==> src/rtl/jacobi_pkg.sv <==
// rtl/jacobi_pkg.sv - shared dimensions, state encoding and row slicing for the Jacobi eigen flow
package jacobi_pkg;
    localparam int N     = 32;
    localparam int W     = 32;
    localparam int IDX_W = $clog2(N);
    localparam int CNT_W = $clog2(N * (N - 1) / 2 + 1);

    typedef enum logic [1:0] {
        IDLE = 2'd0,
        SCAN = 2'd1,
        DONE = 2'd2
    } state_t;

    // Column 0 sits in the MSBs of a packed row.
    function automatic int elem_msb(input int j);
        return N * W - 1 - W * j;
    endfunction
endpackage

==> src/rtl/jacobi_pivot_search_if.sv <==
// rtl/jacobi_pivot_search_if.sv - row input and pivot result bundle (large_count under JACOBI_PIVOT_COUNT_EN)
interface jacobi_pivot_search_if;
    import jacobi_pkg::*;

    logic [N*W-1:0]   row_data;
    logic [IDX_W-1:0] row_index;
    logic             row_valid;
    logic             row_ready;
    logic [IDX_W-1:0] pivot_p;
    logic [IDX_W-1:0] pivot_q;
    logic [W-1:0]     pivot_val;
    logic             converged;
    logic             seq_error;
    logic             pivot_valid;
    logic             pivot_ready;
`ifdef JACOBI_PIVOT_COUNT_EN
    logic [CNT_W-1:0] large_count;
`endif

    modport slave (
        input  row_data, row_index, row_valid, pivot_ready,
        output row_ready, pivot_p, pivot_q, pivot_val, converged, seq_error, pivot_valid
`ifdef JACOBI_PIVOT_COUNT_EN
        , output large_count
`endif
    );

    modport master (
        output row_data, row_index, row_valid, pivot_ready,
        input  row_ready, pivot_p, pivot_q, pivot_val, converged, seq_error, pivot_valid
`ifdef JACOBI_PIVOT_COUNT_EN
        , input large_count
`endif
    );
endinterface

==> src/rtl/jacobi_abs_sat.sv <==
// rtl/jacobi_abs_sat.sv - combinational saturating absolute value of a signed element
module jacobi_abs_sat
    import jacobi_pkg::*;
(
    input  logic [W-1:0] x,
    output logic [W-1:0] y
);
    always_comb begin
        y = x;
        if (x[W-1]) begin
            // The most negative value has no positive twin; clamp to the largest positive.
            if (x == {1'b1, {(W-1){1'b0}}})
                y = {1'b0, {(W-1){1'b1}}};
            else
                y = -x;
        end
    end
endmodule

==> src/rtl/jacobi_pivot_search.sv <==
// rtl/jacobi_pivot_search.sv - largest off-diagonal pivot search over streamed rows (optional JACOBI_PIVOT_COUNT_EN)
module jacobi_pivot_search
    import jacobi_pkg::*;
#(
    parameter logic [W-1:0] THRESH = 32'd1
) (
    input  logic                 clk,
    input  logic                 reset,
    jacobi_pivot_search_if.slave bus
);
    state_t           state, state_next;
    logic [IDX_W-1:0] expected, cur_row, col;
    logic [N*W-1:0]   row_reg;
    logic [W-1:0]     elem, elem_abs;
    logic [W-1:0]     max_abs, max_val;
    logic [IDX_W-1:0] max_p, max_q;
    logic             seq_error;
    logic             row_accept, row_reject, last_row, last_col, cmp_en, take_new, handshake;

    assign row_accept = (state == IDLE) && bus.row_valid && (bus.row_index == expected);
    assign row_reject = (state == IDLE) && bus.row_valid && (bus.row_index != expected);
    assign last_row   = (cur_row == IDX_W'(N - 1));
    assign last_col   = last_row || (col == IDX_W'(N - 1));
    // The last row has no upper elements, so its single SCAN cycle never compares.
    assign cmp_en     = (state == SCAN) && !last_row;
    assign elem       = row_reg[elem_msb(int'(col)) -: W];
    assign take_new   = cmp_en && (elem_abs > max_abs);
    assign handshake  = (state == DONE) && bus.pivot_ready;

    jacobi_abs_sat u_abs (
        .x (elem),
        .y (elem_abs)
    );

    always_ff @(posedge clk or posedge reset) begin
        if (reset)
            state <= IDLE;
        else
            state <= state_next;
    end

    always_comb begin
        state_next = state;
        case (state)
            IDLE: if (row_accept) state_next = SCAN;
            SCAN: if (last_col)   state_next = last_row ? DONE : IDLE;
            DONE: if (bus.pivot_ready) state_next = IDLE;
            default: state_next = IDLE;
        endcase
    end

    always_ff @(posedge clk or posedge reset) begin
        if (reset) begin
            expected  <= '0;
            cur_row   <= '0;
            col       <= '0;
            row_reg   <= '0;
            max_abs   <= '0;
            max_val   <= '0;
            max_p     <= '0;
            max_q     <= IDX_W'(1);
            seq_error <= 1'b0;
        end else begin
            if (row_accept) begin
                row_reg <= bus.row_data;
                cur_row <= bus.row_index;
                col     <= bus.row_index + 1'b1;
            end
            if (row_reject)
                seq_error <= 1'b1;
            if (state == SCAN) begin
                col <= col + 1'b1;
                if (last_col && !last_row)
                    expected <= expected + 1'b1;
            end
            if (take_new) begin
                max_abs <= elem_abs;
                max_val <= elem;
                max_p   <= cur_row;
                max_q   <= col;
            end
            if (handshake) begin
                expected <= '0;
                max_abs  <= '0;
                max_val  <= '0;
                max_p    <= '0;
                max_q    <= IDX_W'(1);
            end
        end
    end

    // Result fields read as zero outside DONE so reset and idle present a clean bus.
    assign bus.row_ready   = (state == IDLE);
    assign bus.pivot_valid = (state == DONE);
    assign bus.pivot_p     = (state == DONE) ? max_p   : '0;
    assign bus.pivot_q     = (state == DONE) ? max_q   : '0;
    assign bus.pivot_val   = (state == DONE) ? max_val : '0;
    assign bus.converged   = (state == DONE) && (max_abs < THRESH);
    assign bus.seq_error   = seq_error;

`ifdef JACOBI_PIVOT_COUNT_EN
    logic [CNT_W-1:0] large_cnt;

    always_ff @(posedge clk or posedge reset) begin
        if (reset)
            large_cnt <= '0;
        else if (handshake)
            large_cnt <= '0;
        else if (cmp_en && (elem_abs >= THRESH))
            large_cnt <= large_cnt + 1'b1;
    end

    assign bus.large_count = (state == DONE) ? large_cnt : '0;
`endif
endmodule

==> src/flat_wrapper.sv <==
// flat-port wrapper written by rule: the top's interface ports become plain ports
module jacobi_pivot_search_flat import jacobi_pkg::*;
#(
    parameter logic [W-1:0] THRESH = 32'd1
)
  (clk, reset, bus_row_data, bus_row_index, bus_row_valid, bus_pivot_ready, bus_row_ready, bus_pivot_p, bus_pivot_q, bus_pivot_val, bus_converged, bus_seq_error, bus_pivot_valid);
  jacobi_pivot_search_if bus_i ();
  input  logic clk;
  input  logic reset;
  input wire logic [$bits(bus_i.row_data)-1:0] bus_row_data;
  input wire logic [$bits(bus_i.row_index)-1:0] bus_row_index;
  input wire logic [$bits(bus_i.row_valid)-1:0] bus_row_valid;
  input wire logic [$bits(bus_i.pivot_ready)-1:0] bus_pivot_ready;
  output wire logic [$bits(bus_i.row_ready)-1:0] bus_row_ready;
  output wire logic [$bits(bus_i.pivot_p)-1:0] bus_pivot_p;
  output wire logic [$bits(bus_i.pivot_q)-1:0] bus_pivot_q;
  output wire logic [$bits(bus_i.pivot_val)-1:0] bus_pivot_val;
  output wire logic [$bits(bus_i.converged)-1:0] bus_converged;
  output wire logic [$bits(bus_i.seq_error)-1:0] bus_seq_error;
  output wire logic [$bits(bus_i.pivot_valid)-1:0] bus_pivot_valid;
  assign bus_i.row_data = bus_row_data;
  assign bus_i.row_index = bus_row_index;
  assign bus_i.row_valid = bus_row_valid;
  assign bus_i.pivot_ready = bus_pivot_ready;
  assign bus_row_ready = bus_i.row_ready;
  assign bus_pivot_p = bus_i.pivot_p;
  assign bus_pivot_q = bus_i.pivot_q;
  assign bus_pivot_val = bus_i.pivot_val;
  assign bus_converged = bus_i.converged;
  assign bus_seq_error = bus_i.seq_error;
  assign bus_pivot_valid = bus_i.pivot_valid;
  jacobi_pivot_search #(.THRESH(THRESH)) u_core (.clk(clk), .reset(reset), .bus(bus_i));
endmodule
==> config.mk <==
export PLATFORM = sky130hd
export DESIGN_NAME = jacobi_pivot_search_flat
export DESIGN_NICKNAME = d
export VERILOG_FILES = /design/src/rtl/jacobi_pkg.sv /design/src/rtl/jacobi_pivot_search_if.sv /design/src/rtl/jacobi_abs_sat.sv /design/src/rtl/jacobi_pivot_search.sv /design/src/flat_wrapper.sv
export SDC_FILE = /design/constraint.sdc
export NUM_CORES = 2
export LEC_CHECK = 0
export CORE_AREA = 2 2 426 428
export CTS_BUF_LIST = sky130_fd_sc_hd__clkbuf_4
export CTS_CLUSTER_DIAMETER = 30
export DETAILED_ROUTE_END_ITERATION = 16
export DIE_AREA = 0 0 428 430
export HOLD_SLACK_MARGIN = 0.06
export SKIP_CTS_REPAIR_TIMING = 1
export SLEW_MARGIN = 0
export SYNTH_ARGS = -nofsm -noshare
export SYNTH_HDL_FRONTEND = slang
export SYNTH_HIERARCHICAL = 1
export SYNTH_SLANG_ARGS = --single-unit
==> constraint.sdc <==
create_clock -name clk -period 50.6 [get_ports clk]
set_input_delay 7.59 -clock clk [delete_from_list [all_inputs] [get_ports clk]]
set_output_delay 7.59 -clock clk [all_outputs]
set_load 0.1 [all_outputs]
Word-level counts from Yosys, hierarchy flattened
Cells that the tools add are included.
{"block": "classes", "mux": 23, "shifts": 1, "multipliers": 0, "eq_ne": 10, "n_reduce_logical": 17, "magnitude_cmp": 2, "div_mod_pow": 0, "addsub": 5, "n_bitwise": 0}
{"op": "1055-bit by 32-bit indexed part select with 32-bit output", "n": 1}
{"op": "32-bit 2-to-1 mux", "n": 7}
{"op": "5-bit 2-to-1 mux", "n": 11}
{"op": "32-bit == test, second input constant", "n": 1}
{"op": "32-bit > comparator", "n": 1}
{"op": "32-bit by 1-bit less-than comparator with 1-bit output, second input constant", "n": 1}
{"op": "32-bit negator", "n": 1}
{"op": "5-bit by 1-bit adder with 5-bit output, second input constant", "n": 3}
{"op": "10-bit by 10-bit subtractor with 11-bit output, first input constant", "n": 1}
{"op": "5-bit == test, second input constant", "n": 2}
{"op": "1-bit logical AND", "n": 8}
{"op": "2-bit 2-to-1 mux", "n": 4}
{"op": "2-bit nonzero test", "n": 4}
{"op": "2-bit case mux with 3 select lines", "n": 1}
{"op": "5-bit == test", "n": 1}
{"op": "5-bit inequality test", "n": 1}
{"op": "2-bit by 1-bit inequality test with 1-bit output, second input constant", "n": 2}
{"op": "3-bit AND reduction", "n": 1}
{"op": "2-bit by 1-bit == test with 1-bit output, second input constant", "n": 1}
{"op": "2-bit == test, second input constant", "n": 1}
{"op": "2-bit logical NOT", "n": 1}
{"op": "2-bit inequality test, second input constant", "n": 1}
{"op": "2-bit AND reduction", "n": 1}
{"op": "1-bit logical NOT", "n": 1}
{"op": "1-bit logical OR", "n": 1}
{"block": "word_totals", "elab_cells": 68, "register_bits": 1116, "inputBits": 1033, "memories": 0, "latch_bits": 0, "out_inout_bits": 46, "mem_bits_ro": 0, "mem_bits_rw": 0}

Depth between registers and ports, before layout
{"block": "depth", "word_depth": 9, "mapped_depth": 26, "ltp_nobuf": 19}

Modules after synthesis
Netlist, hierarchy kept.
{"module": "jacobi_pivot_search", "seq_area_each_um2": 27928.0, "area_per_inst_um2": 51521.9, "cells_per_inst": 5554, "instances": 1}
{"module": "jacobi_abs_sat", "seq_area_each_um2": 0.0, "area_per_inst_um2": 840.8, "cells_per_inst": 137, "instances": 1}

Least setup slack after synthesis
Ideal clock, no wire load.
{"block": "synth_path", "kind": "register to output", "startpoint": "register u_core.state[0]", "endpoint": "output port bus_converged", "path_stages_with_launch": 5, "slack_ns": 40.120, "n_path_buf": 1, "t_arrival_ns": 2.890, "t_required_ns": 43.010, "cell_sequence": "dfrtp_1 > nor2b_1 > clkbuf_1 > nand2_1 > nor3_1"}
{"block": "synth_via", "elab_chain_len": 2}
{"item": "from (decl)", "line_no": "jacobi_pivot_search.sv:11", "rtl": "state_t state, state_next;"}
{"item": "from (signal assigned)", "line_no": "jacobi_pivot_search.sv:39", "rtl": "state <= state_next;"}
{"item": "2-bit == test", "line_no": "jacobi_pivot_search.sv:98", "rtl": "assign bus.converged = (state == DONE) && (max_abs < THRESH);"}
{"item": "1-bit logical AND", "line_no": "jacobi_pivot_search.sv:98"}
{"item": "to (decl)", "line_no": "flat_wrapper.sv:18", "rtl": "output wire logic [$bits(bus_i.converged)-1:0] bus_converged;"}
No other way between the ends.

Worst setup path after layout
{"block": "layout_path", "startpoint": "input port bus_row_index[2]", "endpoint": "register u_core.row_reg[434]"}
{"block": "layout_via", "elab_chain_len": 2}
{"item": "from (decl)", "line_no": "flat_wrapper.sv:11", "rtl": "input wire logic [$bits(bus_i.row_index)-1:0] bus_row_index;"}
{"item": "5-bit == test", "line_no": "jacobi_pivot_search.sv:20", "rtl": "assign row_accept = (state == IDLE) && bus.row_valid && (bus.row_index == expected);"}
{"item": "1-bit logical AND", "line_no": "jacobi_pivot_search.sv:20"}
{"item": "to (signal assigned)", "line_no": "jacobi_pivot_search.sv:65", "rtl": "row_reg <= bus.row_data;"}
{"item": "to (decl)", "line_no": "jacobi_pivot_search.sv:13", "rtl": "logic [N*W-1:0] row_reg;"}
No other way between the ends.
A chain may end at the register's enable or synchronous reset.

==> summary.txt <==
Clock network
  • # clock sinks: 1116
  • Skew-Pair Late Insertion Delay: 1.43 ns
  • CTS max path bufs: 4
  • Clock buffer count from CTS: 351
  • Root buffer cell: clkbuf_4
  • Clock-pin slew on the worst setup and hold paths: 0.05 ns
  • Htree depth: 5
  • CTS tree: done

Logic synthesis
  • Area contributors post-synth: dfrtp_1, nand2_1, mux4_2, mux2i_1, clkbuf_1
  • Post-Syn Nets: 6759
  • Unique masters post-synth: 64
  • Top FF cell, synth: dfrtp_1
  • Gate Count Post-Synth: 5691
  • Mapped Avg Cell Area: 9.201 µm²
  • Seq cells post-synth: 1116
  • Number of synthesized flops with an enable pin: 0
  • Top cell type's share of synthesized area: 0.5329
  • Syn Std Cell Area: 52360 µm²
  • Area leader, netlist: dfrtp_1
  • Ys Warns: 6
  • Post-synth ARST share: 1.000
  • Post-synthesis sequential area ratio: 0.5334

Floorplanning
  • Die Height: 430 µm
  • Core Rows: 156
  • I/O pin cnt: 1079
  • Placeable Area: 179800 µm²
  • Die X: 428 µm
  • Die area: 184000 µm²
  • Initial Utilization: 0.2913

Setup path
  • Critical-path top delay cell: buf_4
  • Cell family with most CP delay: buffers and inverters
  • Crit path cell chain: clkdlybuf4s50_1 -> xor2_1 -> nor2_1 -> nand4_1 -> buf_4 -> buf_4 -> buf_4 -> buf_4 -> buf_4 -> nand2_1 -> nand2_1
  • CP max stage delay: 0.95 ns
  • Worst EP arrival: 13.27 ns
  • CP Max Fanout: 113
  • WS Path Type: primary input to register
  • Critical Path Most Common Cell: buf_4
  • Req. time, crit path: 51.80 ns
  • Buf/Inv on CP: 6
  • CP Capture Type: register
  • Critical Path Start Type: primary input

STA
  • Post-Route Skew: 0.1634 ns
  • Final hold viol count: 0
  • Min Tclk post-route: 12.07 ns
  • Setup TNS: 0 ns
  • Final period utilization: 0.2385
  • Worst-margin pin slew: 1.261 ns
  • Min Hold Slack: 0.4684 ns
  • Worst rel slew slack: 0.1593
  • Fmax: 0.08286 GHz
  • Fin. max-slew vios: 0
  • Setup violators final: 0
  • RSZ-0062 raised after global routing: false

Global routing
  • Largest net degree at the start of global routing: 229
  • Tot GR Track Use: 0.2388
  • First-pass GRT wire length: 319.5 mm
  • Vias in the first global route: 46890
  • Initial antenna violation count: 100
  • Gr ovfl total: 0

Route
  • DRC: 0
  • Drt via density: 4.823
  • First drt pass iteration count: 5
  • Via count: 45890
  • WL/cell: 23.59 µm
  • Final ANT Viol Nets: 0
  • Drt total wl: 224.5 mm
  • Initial drt markers: 3999

Flow run
  • MaxCap Viol Count: 0

Placed design
  • HPWL after detailed placement: 167.7 mm
  • Routability Congestion: 0.8972
  • # port buffers: 1078
  • Placed cell count: 8856
  • Cell Area, Placed: 65290 µm²

Power
  • Peak VDD IR: 0.03682 mV
  • Final Total Pwr: 4.402 mW
  • Leak: 34.74 nW
  • PwrDens: 63.29 nW/µm²

Status
  • Status: finished clean

Finish
  • Finished Layout Cells: 9515
  • Area growth, synth to finish: 32.85%
  • Layout cells sized above 1: 0.1237
  • Most common cell after layout, fill and taps aside: nand2_1
  • Fin area: 69560 µm²
  • Layout net count: 7907
  • Max reg flops: 1024
  • Most frequent cells in the layout: nand2_1, dfrtp_1, clkdlybuf4s50_1

Worst hold path
  • Hold Crit Class: register to register
## cells by family (layout without fill, tap and decap cells)
| kind of cell | after synthesis | count (layout) | synth area share |
|---|---|---|---|
| simple gates | 3428 | 3428 | 0.2543 |
| flops | 1116 | 1116 | 0.5334 |
| other cells | 0 | 73 | 0 |
| fa+ha+maj | 35 | 35 | 0.008363 |
| mux | 434 | 434 | 0.1340 |
| buf+inv | 413 | 1794 | 0.03386 |
| compound gates | 239 | 239 | 0.03178 |
| xor+xnor | 26 | 26 | 0.004349 |
## power by group
group / internal [mW] / total (mW) / switching [mW] / leakage (nW)
logic: 0.773 / 1.91 / 1.13 / 17.8
clock network: 0.444 / 0.860 / 0.415 / 2.48
registers: 1.34 / 1.64 / 0.293 / 14.5
## layout make-up
| cell class | count | area (µm²) |
|---|---|---|
| Timing Repair Buffer | 1157 | 11460 |
| Clock inverter | 103 | 459.2 |
| Multi-Input combinational cell | 4162 | 22720 |
| Tap cell | 2370 | 2965 |
| Inverter | 51 | 202.7 |
| Fill cell | 18020 | 110200 |
| Sequential cell | 1116 | 27940 |
| Clock buffer | 483 | 3626 |
| Antenna cell | 73 | 182.7 |
## path summary, 6_finish.rpt
path	startpoint	endpoint	slack, ns	cells past startpoint
max	bus_row_index[2]	u_core/row_reg[434]$_DFFE_PP0P_	38.53	11
min	u_core/row_reg[587]$_DFFE_PP0P_	u_core/row_reg[587]$_DFFE_PP0P_	0.47	2
max reg2reg	u_core/col[1]$_DFFE_PP0P_	u_core/max_val[24]$_DFFE_PP0P_	40.55	21
min reg2reg	u_core/row_reg[587]$_DFFE_PP0P_	u_core/row_reg[587]$_DFFE_PP0P_	0.47	2
max in group asynchronous	reset	u_core/row_reg[679]$_DFFE_PP0P_	40.36	5
min in group asynchronous	reset	u_core/col[3]$_DFFE_PP0P_	6.75	2
## per-stage QoR
step                      utilization  worst slack [ns]
after floorplan                     -             11.59
after global placement         0.3632             37.36
after global routing           0.3867             38.19
after CTS                      0.3859             38.73
after detailed placement       0.3632             37.29
final                          0.3870             38.53
## routing by layer
layer | part of all wire | vias up | track usage
met3 | 0.062 | 436 | 0.05297
met2 | 0.47 | 1822 | 0.3766
met4 | 0.047 | 36 | 0.1329
met1 | 0.42 | 22650 | 0.3042
met5 | 0.0011 | - | 0
li1 | - | 20940 | -
## synthesized netlist by cell type (4+ instances only)
master,n
buf_6,12
mux2_1,27
o41ai_1,4
inv_1,50
nor2_1,54
or2_2,4
nand2_1,3197
nand2b_1,4
o31a_1,20
nand3_1,9
o31ai_1,6
buf_2,54
a31oi_1,4
xnor2_1,4
xor2_1,22
a2111oi_0,6
buf_4,14
clkbuf_1,270
a221oi_1,25
o22ai_1,6
o221ai_1,43
buf_1,10
nor4_1,13
nor3_1,16
nand4_1,12
ha_1,35
dfrtp_1,1115
or4_1,6
a21oi_1,67
mux2i_1,163
o211ai_1,4
mux4_2,207
and3_1,21
mux2_2,37
and2_1,75
o21ai_0,36
## worst min-delay path: stages (launching register included)
cell     delay (ns)
dfrtp_1        0.33
nand2_1        0.05
nand2_1        0.05
Note: power is estimated with default switching activity, not from simulation.
